--- config.mk ---
export PLATFORM = sky130hd
export DESIGN_NAME = pbit_gibbs_sampler
export DESIGN_NICKNAME = d
export VERILOG_FILES = /design/src/rtl/pbit_gibbs_sampler.sv
export SDC_FILE = /design/constraint.sdc
export NUM_CORES = 1
export LEC_CHECK = 0
export CAP_MARGIN = 10
export CORE_ASPECT_RATIO = 0.75
export CORE_MARGIN = 2
export CORE_UTILIZATION = 47
export DETAILED_ROUTE_END_ITERATION = 8
export PLACE_DENSITY = 0.84
export SYNTH_ARGS = -nofsm -noshare
export SYNTH_HDL_FRONTEND = slang
export SYNTH_SLANG_ARGS = --single-unit
export TNS_END_PERCENT = 20
--- constraint.sdc ---
create_clock -name clk -period 7.77 [get_ports clk]
set_input_delay 1.9425 -clock clk [delete_from_list [all_inputs] [get_ports clk]]
set_output_delay 1.9425 -clock clk [all_outputs]
set_load 0.005 [all_outputs]
--- src/rtl/pbit_gibbs_sampler.sv ---
// Single-site Gibbs sampler over N_PBITS probabilistic bits driven by an LFSR.
// Optional build macro PBIT_ANNEAL_EN: beta_eff steps up by one per completed sweep (saturating at 7).
module pbit_gibbs_sampler #(
    parameter int          N_PBITS   = 4,
    parameter logic [15:0] LFSR_SEED = 16'hACE1
) (
    input  logic                   clk,
    input  logic                   rst,
    input  logic                   start,
    input  logic [7:0]             num_sweeps,
    input  logic [2:0]             beta,
    input  logic [4*N_PBITS-1:0]   act_in,
    input  logic [N_PBITS-1:0]     clamp_mask,
    input  logic [N_PBITS-1:0]     clamp_val,
    output logic [N_PBITS-1:0]     state,
    output logic                   busy,
    output logic                   done,
    output logic [7:0]             sweep_cnt
);

    localparam int                 IDX_W    = (N_PBITS > 1) ? $clog2(N_PBITS) : 1;
    localparam logic [IDX_W-1:0]   LAST_IDX = IDX_W'(N_PBITS - 1);
    localparam logic [15:0]        SEED_EFF = (LFSR_SEED == 16'h0000) ? 16'h0001 : LFSR_SEED;

    typedef enum logic [1:0] {
        ST_IDLE   = 2'd0,
        ST_UPDATE = 2'd1,
        ST_DONE   = 2'd2
    } fsm_t;

    fsm_t                 r_fsm;
    fsm_t                 w_fsm_next;
    logic [IDX_W-1:0]     r_idx;
    logic [7:0]           r_num_sweeps;
    logic [7:0]           r_sweep_cnt;
    logic [2:0]           r_beta;
    logic [15:0]          r_lfsr;
    logic [N_PBITS-1:0]   r_state;
    logic                 r_busy;
    logic                 r_done;

    logic signed [3:0]    w_act;
    logic                 w_clamp_m;
    logic                 w_clamp_v;
    logic signed [4:0]    w_as;
    logic [4:0]           w_thresh;
    logic                 w_new_bit;
    logic                 w_last;
    logic [7:0]           w_sweep_inc;
    logic [N_PBITS-1:0]   w_state_upd;

    // Fibonacci LFSR, taps 16,14,13,11
    function automatic logic [15:0] lfsr_step(input logic [15:0] v);
        return {v[14:0], v[15] ^ v[13] ^ v[12] ^ v[10]};
    endfunction

    // Product of signed activation and unsigned beta, clipped to [-8,+8]
    function automatic logic signed [4:0] scale_sat(input logic signed [3:0] a, input logic [2:0] b);
        logic signed [7:0] p;
        p = 8'(a) * 8'($signed({1'b0, b}));
        if (p > 8'sd8) begin
            return 5'sd8;
        end else if (p < -8'sd8) begin
            return -5'sd8;
        end else begin
            return p[4:0];
        end
    endfunction

    // Select the activation and clamp controls of the node being visited
    always_comb begin
        w_act     = 4'sd0;
        w_clamp_m = 1'b0;
        w_clamp_v = 1'b0;
        for (int i = 0; i < N_PBITS; i++) begin
            if (IDX_W'(i) == r_idx) begin
                w_act     = act_in[4*i +: 4];
                w_clamp_m = clamp_mask[i];
                w_clamp_v = clamp_val[i];
            end else begin
                w_act     = w_act;
            end
        end
    end

    // Stochastic decision: P(1) = (a_s + 8) / 16 against the low LFSR nibble
    always_comb begin
        w_as        = scale_sat(w_act, r_beta);
        w_thresh    = $unsigned(w_as + 5'sd8);
        w_new_bit   = w_clamp_m ? w_clamp_v : (w_thresh > {1'b0, r_lfsr[3:0]});
        w_last      = (r_idx == LAST_IDX);
        w_sweep_inc = r_sweep_cnt + 8'd1;
    end

    // Next state vector after writing the visited node
    always_comb begin
        w_state_upd = r_state;
        for (int i = 0; i < N_PBITS; i++) begin
            if (IDX_W'(i) == r_idx) begin
                w_state_upd[i] = w_new_bit;
            end else begin
                w_state_upd[i] = r_state[i];
            end
        end
    end

    // FSM next-state logic
    always_comb begin
        w_fsm_next = r_fsm;
        case (r_fsm)
            ST_IDLE: begin
                if (start) begin
                    w_fsm_next = (num_sweeps == 8'd0) ? ST_DONE : ST_UPDATE;
                end else begin
                    w_fsm_next = ST_IDLE;
                end
            end
            ST_UPDATE: begin
                if (w_last && (w_sweep_inc == r_num_sweeps)) begin
                    w_fsm_next = ST_DONE;
                end else begin
                    w_fsm_next = ST_UPDATE;
                end
            end
            ST_DONE:  w_fsm_next = ST_IDLE;
            default:  w_fsm_next = ST_IDLE;
        endcase
    end

    // State register, run bookkeeping and node updates
    always_ff @(posedge clk) begin
        if (rst) begin
            r_fsm        <= ST_IDLE;
            r_idx        <= '0;
            r_num_sweeps <= 8'd0;
            r_sweep_cnt  <= 8'd0;
            r_beta       <= 3'd0;
            r_lfsr       <= SEED_EFF;
            r_state      <= '0;
            r_busy       <= 1'b0;
            r_done       <= 1'b0;
        end else begin
            r_fsm  <= w_fsm_next;
            r_busy <= (w_fsm_next == ST_UPDATE);
            r_done <= (w_fsm_next == ST_DONE);
            case (r_fsm)
                ST_IDLE: begin
                    r_state <= (r_state & ~clamp_mask) | (clamp_val & clamp_mask);
                    if (start) begin
                        r_num_sweeps <= num_sweeps;
                        r_beta       <= beta;
                        r_sweep_cnt  <= 8'd0;
                        r_idx        <= '0;
                    end
                end
                ST_UPDATE: begin
                    r_lfsr  <= lfsr_step(r_lfsr);
                    r_state <= w_state_upd;
                    if (w_last) begin
                        r_sweep_cnt <= w_sweep_inc;
                        r_idx       <= '0;
`ifdef PBIT_ANNEAL_EN
                        if (r_beta != 3'd7) begin
                            r_beta <= r_beta + 3'd1;
                        end
`endif
                    end else begin
                        r_idx <= r_idx + IDX_W'(1);
                    end
                end
                ST_DONE: begin
                    r_state <= r_state;
                end
                default: begin
                    r_state <= r_state;
                end
            endcase
        end
    end

    assign state     = r_state;
    assign busy      = r_busy;
    assign done      = r_done;
    assign sweep_cnt = r_sweep_cnt;

endmodule

==> results.md, run 1 <==
* Cell count of the worst hold path at 2
* Pin count of the biggest net entering global routing at 46
* Crit path required time at ~8.0 ns
* Starting DRT DRC Count at 250
* Hold WS at 0.4516 ns
* Startpoint types: input port
* Antenna cell count at 0
* Seq cells post-synth at between 40 and 50
* TNS Setup at 0 ns
* Pins Over Slew Limit at 0
* Total GRT Usage at 21.25%
* Worst Setup End Kind: flip-flop
* Cts bufs inserted at 5
* Sink Count at 45
* Buffer and inverter count on the worst path at 3
* Die area at around 0.0069 mm²
* Die H at just over 70 µm
* FF-to-FF Start: r_idx[0]$_SDFFE_PP0P_
* Finish-stage setup viols at 0
* First-pass GRT wire length at around 12 mm
* Fin nets at 492
* Ys Warns at 0
* Drt drc at 0
* Reg2reg setup slack at between 2 and 2.5 ns
* Starting Density at 49.58%
* Post-cts sizing count at 0
* Buffers on Ports at between 50 and 60
* Root buf cell: clkbuf_8
* Slew headroom at between 50% and 60%
* Highest clock rate at approximately 0.15 GHz
* Worst VDD drop at between 0.00007 and 0.00008 V
* Share of cells above drive strength 1 at under 10%
* Hold Fails Final Rpt at 0
* WP data arrival at roughly 7 ns
* WL final at 6.882 mm
* Die extent in x at 95.45 µm
* Worst-case clock buffer depth at 2
* Initial antenna violation count at 0
* Synthesized cell area at around 0.0029 mm²
* Total number of vias at 2771
* Worst min path class: reg -> reg
* Layout Skew at around 0.0063 ns
* Synth unique cells at between 40 and 50
* Hold buffers post-CTS at 0
* Routability cong. at 0.9065
* Vias in the first global route at ~2600
* Fillers at 510
* Post-DP HPWL at 5.148 mm
* CTS tree: done
* Final Cycle Share at approximately 86%
* Reg2reg path depth at 24
* Pleak at around 1.5 nW
* RSZ-0062 raised after global routing: false
* Drt wl/cell at about 14 µm
* Min Tclk post-route at roughly 6.7 ns
* Row cnt at 24
* Layout Area Growth over Synthesis at 22.58%
* Ys async rst share at 0%
* Worst-skew pair later-pin latency at about 0.3 ns
* Least-Margin Pin Slew at 0.7289 ns
* Top_reg_cell synth: dfxtp_1
* Max cap viols at 0
* Sequential fraction of the synthesis area at 30.56%
* Most common cell on crit path: a21oi_1
* CP top delay family: compound AO/OA/AOI/OAI gates
* Routed Antenna Nets at 0
* Pwr Density at approximately 160 mW/mm²
* EDFF count, synth at 0
* Core area at ~0.0059 mm²
* Htree depth at 2
* Hold Path End: r_lfsr[8]$_SDFFE_PP0P_
* DR vias/cell at approximately 5.5
* Largest stage delay, worst path at ~0.55 ns
* Crit path max-delay cell type: fa_1
* I/O pins at 52
* Hold wc startpoint: r_lfsr[7]$_SDFFE_PP1P_
* CTS clk-pin slew, worst paths at roughly 0.08 ns
* Worst Setup SP: act_in[2]
* Critical path class: in -> reg
* Worst-path fanout max at 4
* Syn_nets at 450
* Outcome: finished clean
* Drt pass-1 iters at 5
* Crit-path cells: clkdlybuf4s50_1 > nand3b_1 > a21oi_1 > a21oi_1 > nor2_1 > a21oi_1 > nor2b_1 > ha_1 > inv_1 > fa_1 > inv_1 > ha_1 > a211oi_2 > nor2_2 > xnor2_1 > or4_1 > mux2i_1 > and2_1 > ha_1 > a21oi_1 > o21ai_0 > a221o_1 > o21ai_1 > a31oi_1
* Average size of a mapped cell at roughly 7.6 µm²
* Global route overflow at 0
* Post-CTS setup buffer count at 0
* Mapped Cells at slightly below 400
-- cells in the final DEF, fill, tap and decap left out, types with 4 or more instances in the layout --
cell type,Yosys,final
a21oi_1,49,49
and2_1,7,7
and3_1,6,6
clkbuf_8,0,6
clkdlybuf4s50_1,0,51
dfxtp_1,45,45
fa_1,4,4
ha_1,22,22
inv_1,27,27
nand2_1,73,73
nand2b_1,6,6
nand3_1,6,6
nand3b_1,10,10
nor2_1,19,19
nor2b_1,8,8
o21ai_0,15,15
xnor2_1,12,12
xor2_1,5,5
-- how the worst max path moves through the flow --
stage	endpoint	slack (ns)	cells past startpoint
final	flip-flop	1.06	24
after global routing	flip-flop	0.66	24
after CTS	flip-flop	1.11	24
after detailed placement	flip-flop	0.79	24
after global placement	flip-flop	1.05	24
after floorplan	flip-flop	1.75	23
-- routing by layer --
metal | GRT usage, % | up-vias | routed length, µm
li1 | - | 1410 | -
met1 | 30.54 | 1279 | 3323
met2 | 33.33 | 76 | 3144
met3 | 3.409 | 6 | 355
met4 | 5.714 | 0 | 59
met5 | 0 | - | 0
-- power by group --
group	switching (mW)	internal, mW
registers	0.0109	0.244
logic	0.0727	0.0692
clock network	0.0792	0.105
-- cells in the mapped netlist (all sizes together) (2+ instances only) --
library cell	instances	area, µm²
o21ai	18	90.08
mux2	3	33.78
xor2	5	43.79
nor4	3	18.77
o21bai	3	22.52
nor3b	3	22.52
mux2i	2	20.02
nor2b	8	50.05
and4	2	18.77
nor2	20	77.58
nor3	3	15.01
nand3b	10	75.07
a32oi	3	26.28
nand2	73	274.0
nand2b	6	37.54
a211oi	2	25.02
inv	27	101.4
dfxtp	45	900.9
a31oi	3	18.77
and3	6	37.54
or3	3	18.77
a21oi	50	254.0
buf	4	21.27
and2	7	43.79
o2111ai	3	26.28
a311oi	3	26.28
nand3	6	30.03
o21ba	2	20.02
xnor2	12	105.1
clkbuf	14	52.55
ha	22	275.3
nand4	3	18.77
fa	4	80.08
-- worst min-delay path: cells and delay by family, from the launching register on --
| kind | cells | cell delay (ns) |
|---|---|---|
| DFF | 1 | 0.31 |
| AOI/OAI and AO/OA | 1 | 0.05 |
| and+or+nand+nor | 1 | 0.05 |
-- flip-flops by register name, indices dropped and copies added (netlist names), named ones only --
| signal | count |
|---|---|
| r_idx | 2 |
| r_num_sweeps | 8 |
| r_beta | 3 |
| r_lfsr | 16 |
| done | 1 |
| sweep_cnt | 8 |
| r_fsm | 2 |
| busy | 1 |
-- cells by family after synthesis --
family	after synthesis	synth area share (%)
AO/OA/AOI/OAI	92	18.76
AND/OR/NAND/NOR	156	25.81
multiplexers	5	1.825
adder cells (fa/ha/maj)	26	12.05
flip-flops	45	30.56
XOR/XNOR	17	5.051
buffers and inverters	45	5.942
-- per-stage QoR --
step                setup WS (ns)  power, mW  util (%)  cells  instance area, µm²
finish                      1.062     0.5808     60.77    507                3613
global route               0.6551     0.6124     60.77    507                3613
CTS                         1.108     0.5819     60.77    507                3613
detailed placement         0.7864     0.3999     58.82    499                3497
global placement            1.050     0.3946     58.82    499                3497
floorplan                   1.752     0.3515         -    386                2948
-- final cells by class --
class	count	area [µm²]	area share [%]
Clock buffer	7	86.33	2.389
Clock inverter	1	30.03	0.8310
Inverter	27	101.3	2.805
Multi-Input combinational cell	296	1872	51.80
Sequential cell	45	900.9	24.93
Tap cell	78	97.59	2.701
Timing Repair Buffer	53	525.5	14.54
No activity file was read; power rests on OpenSTA's default activity.
==> run 2: changes to the inputs <==
Settings changed: PLACE_DENSITY 0.84 to 0.8.
==> run 2 against run 1 <==
Net effect: non-clock buffer count unchanged; via count decreased by 0.61%; sequential power about the same.
==> results.md, run 2 (synthesized netlist as in run 1, its figures left out) <==
* RSZ-0062 raised after global routing: false
* Top reg by flops: r_lfsr
* Outcome: finished clean
* Global route overflow at 0 (unchanged)
* Pins Over Slew Limit at 0 (unchanged)
* Max cap viols at 0 (unchanged)
* Routed Antenna Nets at 0 (unchanged)
* Initial antenna violation count at 0 (unchanged)
* Power, Total at 557.4 µW (-4.0%)
* Worst min path class: reg -> reg
* Drt wl/cell at 13.56 µm (about the same)
* Pwr Density at 154.9 mW/mm² (-3.6%)
* Commonest non-fill, non-tap cell in the layout: nand2_1
* Layout Area Growth over Synthesis at 22.07%
* Place WS at 0.7168 ns (-0.06961 ns)
* Cts bufs inserted at 5 (unchanged)
* Htree depth at 2 (unchanged)
* Design Area, Final at 0.003598 mm² (-0.42%)
* Layout Skew at 0.008867 ns (+0.002539 ns)
* Drt drc at 0 (unchanged)
* Share of cells above drive strength 1 at 4.196% (+0.23 points)
* Die H at 72.59 µm (unchanged)
* Slew headroom at 51.00% (-0.29 points)
* Max reg flops at 16 (unchanged)
* Worst-case clock buffer depth at 2 (unchanged)
* Post-layout util at 60.52% (-0.25 points)
* Least-Margin Pin Slew at 0.7333 ns (+0.004324 ns)
* Fin nets at 492 (unchanged)
* Routability cong. at 0.9455 (+4.3%)
* Row cnt at 24 (unchanged)
* Starting Density at 49.58% (unchanged)
* Critical path class: in -> reg
* Post-DP HPWL at 5.204 mm (+1.1%)
* Highest clock rate at 0.1484 GHz (-0.48%)
* Worst VDD drop at 0.00009030 V (+14%)
* Die area at 0.006928 mm² (unchanged)
* Total GRT Usage at 21.06% (-0.19 points)
* Post-CTS setup buffer count at 0 (unchanged)
* Hold Fails Final Rpt at 0 (unchanged)
* CTS clk-pin slew, worst paths at 0.08 ns (about the same)
* Sink Count at 45 (unchanged)
* Core area at 0.005946 mm² (unchanged)
* Post-cts sizing count at 0 (unchanged)
* Worst Setup End Kind: flip-flop
* Min Tclk post-route at 6.740 ns (+0.03256 ns)
* Startpoint types: input port
* Buffers on Ports at 51 (unchanged)
* Total number of vias at 2754 (-0.61%)
* Die extent in x at 95.45 µm (unchanged)
* First-pass GRT wire length at 11.54 mm (-2.8%)
* CTS tree: done
* Cell Area, Placed at 0.003497 mm² (unchanged)
* Vias in the first global route at 2475 (-5.9%)
* Crit path required time at 7.95 ns (about the same)
* TNS Setup at 0 ns (unchanged)
* Worst-skew pair later-pin latency at 0.30 ns (about the same)
* WP data arrival at 6.92 ns (+0.03 ns)
* Finish-stage setup viols at 0 (unchanged)
* Worst-path fanout max at 4 (unchanged)
* Antenna cell count at 0 (unchanged)
* DR vias/cell at 5.432 (-0.61%)
* WL final at 6.877 mm (about the same)
* I/O pins at 52 (unchanged)
* Most frequent cells in the layout: nand2_1 (73), clkdlybuf4s50_1 (51), a21oi_1 (49), dfxtp_1 (45), inv_1 (27)
* Starting DRT DRC Count at 182 (-27%)
* Pleak at 1.491 nW (-0.28%)
* Pin count of the biggest net entering global routing at 46 (unchanged)
* Fin worst setup slack at 1.030 ns (-0.03256 ns)
* Root buf cell: clkbuf_8
* Drt pass-1 iters at 4 (-1)
* Hold buffers post-CTS at 0 (unchanged)
* Final Cycle Share at 86.75% (+0.42 points)
==> run 2: cell types whose count changed in the layout (fill, tap and decap cells not counted) <==
cell,delta
clkbuf_1,-1
clkinv_2,+1
bufinv_16,-1
clkbuf_8,+1
==> run 2: layer usage <==
layer,GRT usage [%],share of wire [%],vias up
li1,-,-,1409
met1,29.74,49,1257
met2,32.00,45,70
met3,4.442,4.5,18
met4,7.460,2.3,0
met5,0,0,-
==> run 2: worst paths after layout <==
kind | start | to | slack (ns) | depth (start not counted)
setup / recovery | act_in[2] | flip-flop | 1.03 | 24
hold / removal | r_lfsr[8]$_SDFFE_PP0P_ | r_lfsr[9]$_SDFFE_PP0P_ | 0.45 | 2
setup reg to reg | r_idx[0]$_SDFFE_PP0P_ | flip-flop | 2.17 | 24
hold reg to reg | r_lfsr[8]$_SDFFE_PP0P_ | r_lfsr[9]$_SDFFE_PP0P_ | 0.45 | 2
==> run 2: worst max-delay path, stage by stage <==
cell,delay (ns)
clkdlybuf4s50_1,0.40
nand3b_1,0.08
a21oi_1,0.06
a21oi_1,0.14
nor2_1,0.05
a21oi_1,0.30
nor2b_1,0.09
ha_1,0.29
inv_1,0.05
fa_1,0.56
inv_1,0.06
ha_1,0.30
a211oi_2,0.28
nor2_2,0.08
xnor2_1,0.17
or4_1,0.48
mux2i_1,0.24
and2_1,0.18
ha_1,0.23
a21oi_1,0.11
o21ai_0,0.10
a221o_1,0.32
o21ai_1,0.25
a31oi_1,0.13
==> run 2: layout make-up <==
class,count,area [µm²]
clock buffer,7,96.34
clock inverter,1,5.005
fill,534,2347
inverter,27,101.3
multi-input combinational,296,1872
sequential,45,900.9
tap,78,97.59
timing repair buffer,53,525.5
==> run 2: report_power, final <==
| part | leakage [nW] | switching (mW) | internal [mW] |
|---|---|---|---|
| Sequential | 0.369 | 0.0112 | 0.244 |
| Clock | 0.0542 | 0.0798 | 0.0804 |
| Combinational | 1.07 | 0.0727 | 0.0695 |
| Total | 1.49 | 0.164 | 0.394 |
==> run 2: per-stage QoR <==
stage / cells / hold slack [ns]
floorplan: 386 / 0.4321
global placement: 499 / 0.4385
detailed placement: 499 / 0.4480
CTS: 507 / 0.4597
global route: 507 / 0.4744
finish: 507 / 0.4537
==> run 3: changes to the inputs <==
Settings changed: CELL_PAD_IN_SITES_DETAIL_PLACEMENT set to 1, CELL_PAD_IN_SITES_GLOBAL_PLACEMENT set to 2, CORE_UTILIZATION 47 to 30, PLACE_DENSITY 0.8 to 0.87.
==> run 3 against run 2 <==
Net effect: sequential share of layout area decreased by 0.65 points; utilization decreased by 22 points; maximum frequency increased by 0.57%; largest power group unchanged.
==> results.md, run 3 (synthesized netlist as in run 1, its figures left out) <==
* Vias in the first global route at 2811 (+14%)
* Routed Antenna Nets at 0 (unchanged)
* Least-Margin Pin Slew at 0.7855 ns (+0.05228 ns)
* CTS clk-pin slew, worst paths at 0.06 ns (-0.02 ns)
* Drt wl/cell at 14.91 µm (+9.9%)
* Post-DP HPWL at 6.330 mm (+22%)
* Worst-skew pair later-pin latency at 0.28 ns (-0.02 ns)
* RSZ-0062 raised after global routing: false
* Worst VDD drop at 0.00006512 V (-28%)
* Total number of vias at 2768 (+0.51%)
* Die area at 0.01064 mm² (+54%)
* Fin nets at 491 (-0.20%)
* Pwr Density at 164.9 mW/mm² (+6.4%)
* Highest clock rate at 0.1492 GHz (+0.57%)
* Worst-case clock buffer depth at 2 (unchanged)
* Pin count of the biggest net entering global routing at 46 (unchanged)
* Sink Count at 45 (unchanged)
* Crit path max-delay cell type: fa_1
* CTS tree: done
* Global route overflow at 0 (unchanged)
* Placed Cells incl. Taps at 552 (+11%)
* Die extent in x at 118.5 µm (+24%)
* Starting DRT DRC Count at 106 (-42%)
* Drt pass-1 iters at 5 (+1)
* Share of cells above drive strength 1 at 3.747% (-0.45 points)
* WP data arrival at 6.86 ns (-0.06 ns)
* Most common cell on crit path: a21oi_1
* Root buf cell: clkbuf_16
* Critical path class: in -> reg
* Top reg by flops: r_lfsr
* Total GRT Usage at 15.96% (-5.1 points)
* Worst Setup End Kind: flip-flop
* Core area at 0.009619 mm² (+62%)
* Startpoint types: input port
* Cts bufs inserted at 5 (unchanged)
* Max reg flops at 16 (unchanged)
* Crit path required time at 7.92 ns (-0.03 ns)
* Slew headroom at 47.63% (-3.4 points)
* Pleak at 1.502 nW (+0.74%)
* Worst min path class: reg -> reg
* Commonest non-fill, non-tap cell in the layout: nand2_1
* Antenna cell count at 0 (unchanged)
* Largest stage delay, worst path at 0.56 ns (about the same)
* Starting Density at 30.65% (-19 points)
* Die H at 89.85 µm (+24%)
* Post-CTS setup buffer count at 0 (unchanged)
* Worst-path fanout max at 4 (unchanged)
* Layout Area Growth over Synthesis at 25.34%
* Finish-stage setup viols at 0 (unchanged)
* Max cap viols at 0 (unchanged)
* Post-cts sizing count at 0 (unchanged)
* Hold Fails Final Rpt at 0 (unchanged)
* Pins Over Slew Limit at 0 (unchanged)
* First-pass GRT wire length at 13.99 mm (+21%)
* Initial antenna violation count at 0 (unchanged)
* Htree depth at 2 (unchanged)
* Drt drc at 0 (unchanged)
* Outcome: finished clean
* Min Tclk post-route at 6.702 ns (-0.03829 ns)
* Fin cells at 559 (+10%)
* DR vias/cell at 4.952 (-8.8%)
* Final Cycle Share at 86.25% (-0.49 points)
* Most frequent cells in the layout: nand2_1 (73), clkdlybuf4s50_1 (50), a21oi_1 (49), dfxtp_1 (45), inv_1 (27)
* Routability cong. at 0.8031 (-15%)
* WL final at 8.335 mm (+21%)
* Crit-path cells: clkdlybuf4s50_1 > nand3b_1 > a21oi_1 > a21oi_1 > nor2_1 > a21oi_1 > nor2b_1 > ha_1 > inv_1 > fa_1 > inv_1 > ha_1 > a211oi_2 > nor2_2 > xnor2_1 > or4_1 > mux2i_1 > and2_1 > ha_1 > a21oi_1 > o21ai_0 > a221o_1 > o21ai_1 > a31oi_1
* Fillers at 1223 (+130%)
* Hold buffers post-CTS at 0 (unchanged)
* TNS Setup at 0 ns (unchanged)
* Row cnt at 31 (+29%)
* I/O pins at 52 (unchanged)
* Buffers on Ports at 51 (unchanged)
* Layout Skew at 0.005153 ns (-0.003714 ns)
run 3: layout make-up:
type	instances	area (µm²)	share of cell area, %
clock buffer	7	142.6	3.860
timing repair buffer	52	513.0	13.88
multi-input combinational	296	1872	50.66
tap	132	165.2	4.470
sequential	45	900.9	24.38
inverter	27	101.3	2.743
run 3: power breakdown:
| group | total [mW] | switching, mW | internal [mW] |
|---|---|---|---|
| Combinational | 0.145 | 0.0756 | 0.0692 |
| Sequential | 0.257 | 0.0125 | 0.244 |
| Clock | 0.208 | 0.0814 | 0.126 |
| Total | 0.609 | 0.170 | 0.440 |
run 3: worst paths after layout:
| kind | cells after the start | slack, ns | to | startpoint |
|---|---|---|---|---|
| min | 2 | 0.46 | r_lfsr[8]$_SDFFE_PP0P_ | r_lfsr[7]$_SDFFE_PP1P_ |
| max reg2reg | 25 | 2.19 | flip-flop | r_idx[1]$_SDFFE_PP0P_ |
| max | 24 | 1.07 | flip-flop | act_in[2] |
| min reg2reg | 2 | 0.46 | r_lfsr[8]$_SDFFE_PP0P_ | r_lfsr[7]$_SDFFE_PP1P_ |
run 3: metal layers:
layer  global-route usage (%)  wire [µm]  part of all wire (%)
met1                    23.31       4441                    53
met4                    2.679         29                  0.35
met2                    25.14       3635                    44
met5                        0          0                     0
met3                    2.475        228                   2.7
run 3: metrics by stage:
stage               power [mW]  setup WS [ns]  instance area, µm²  hold WS, ns  util (%)
floorplan               0.3515          1.752                2948       0.4321         -
global placement        0.4003          1.000                3552       0.4391     36.93
detailed placement      0.4058         0.7820                3552       0.4491     36.93
CTS                     0.6147          1.054                3695       0.4583     38.41
global route            0.6439         0.6347                3695       0.4804     38.41
finish                  0.6092          1.068                3695       0.4558     38.41
run 3: critical path, delay by kind of cell:
family / cells / cell delay, ns
xor gates and xnor gates: 1 / 0.17
AOI/OAI and AO/OA: 9 / 1.72
adders and majority gates: 4 / 1.37
buffers and inverters: 3 / 0.51
and+or+nand+nor: 6 / 0.94
muxes: 1 / 0.20
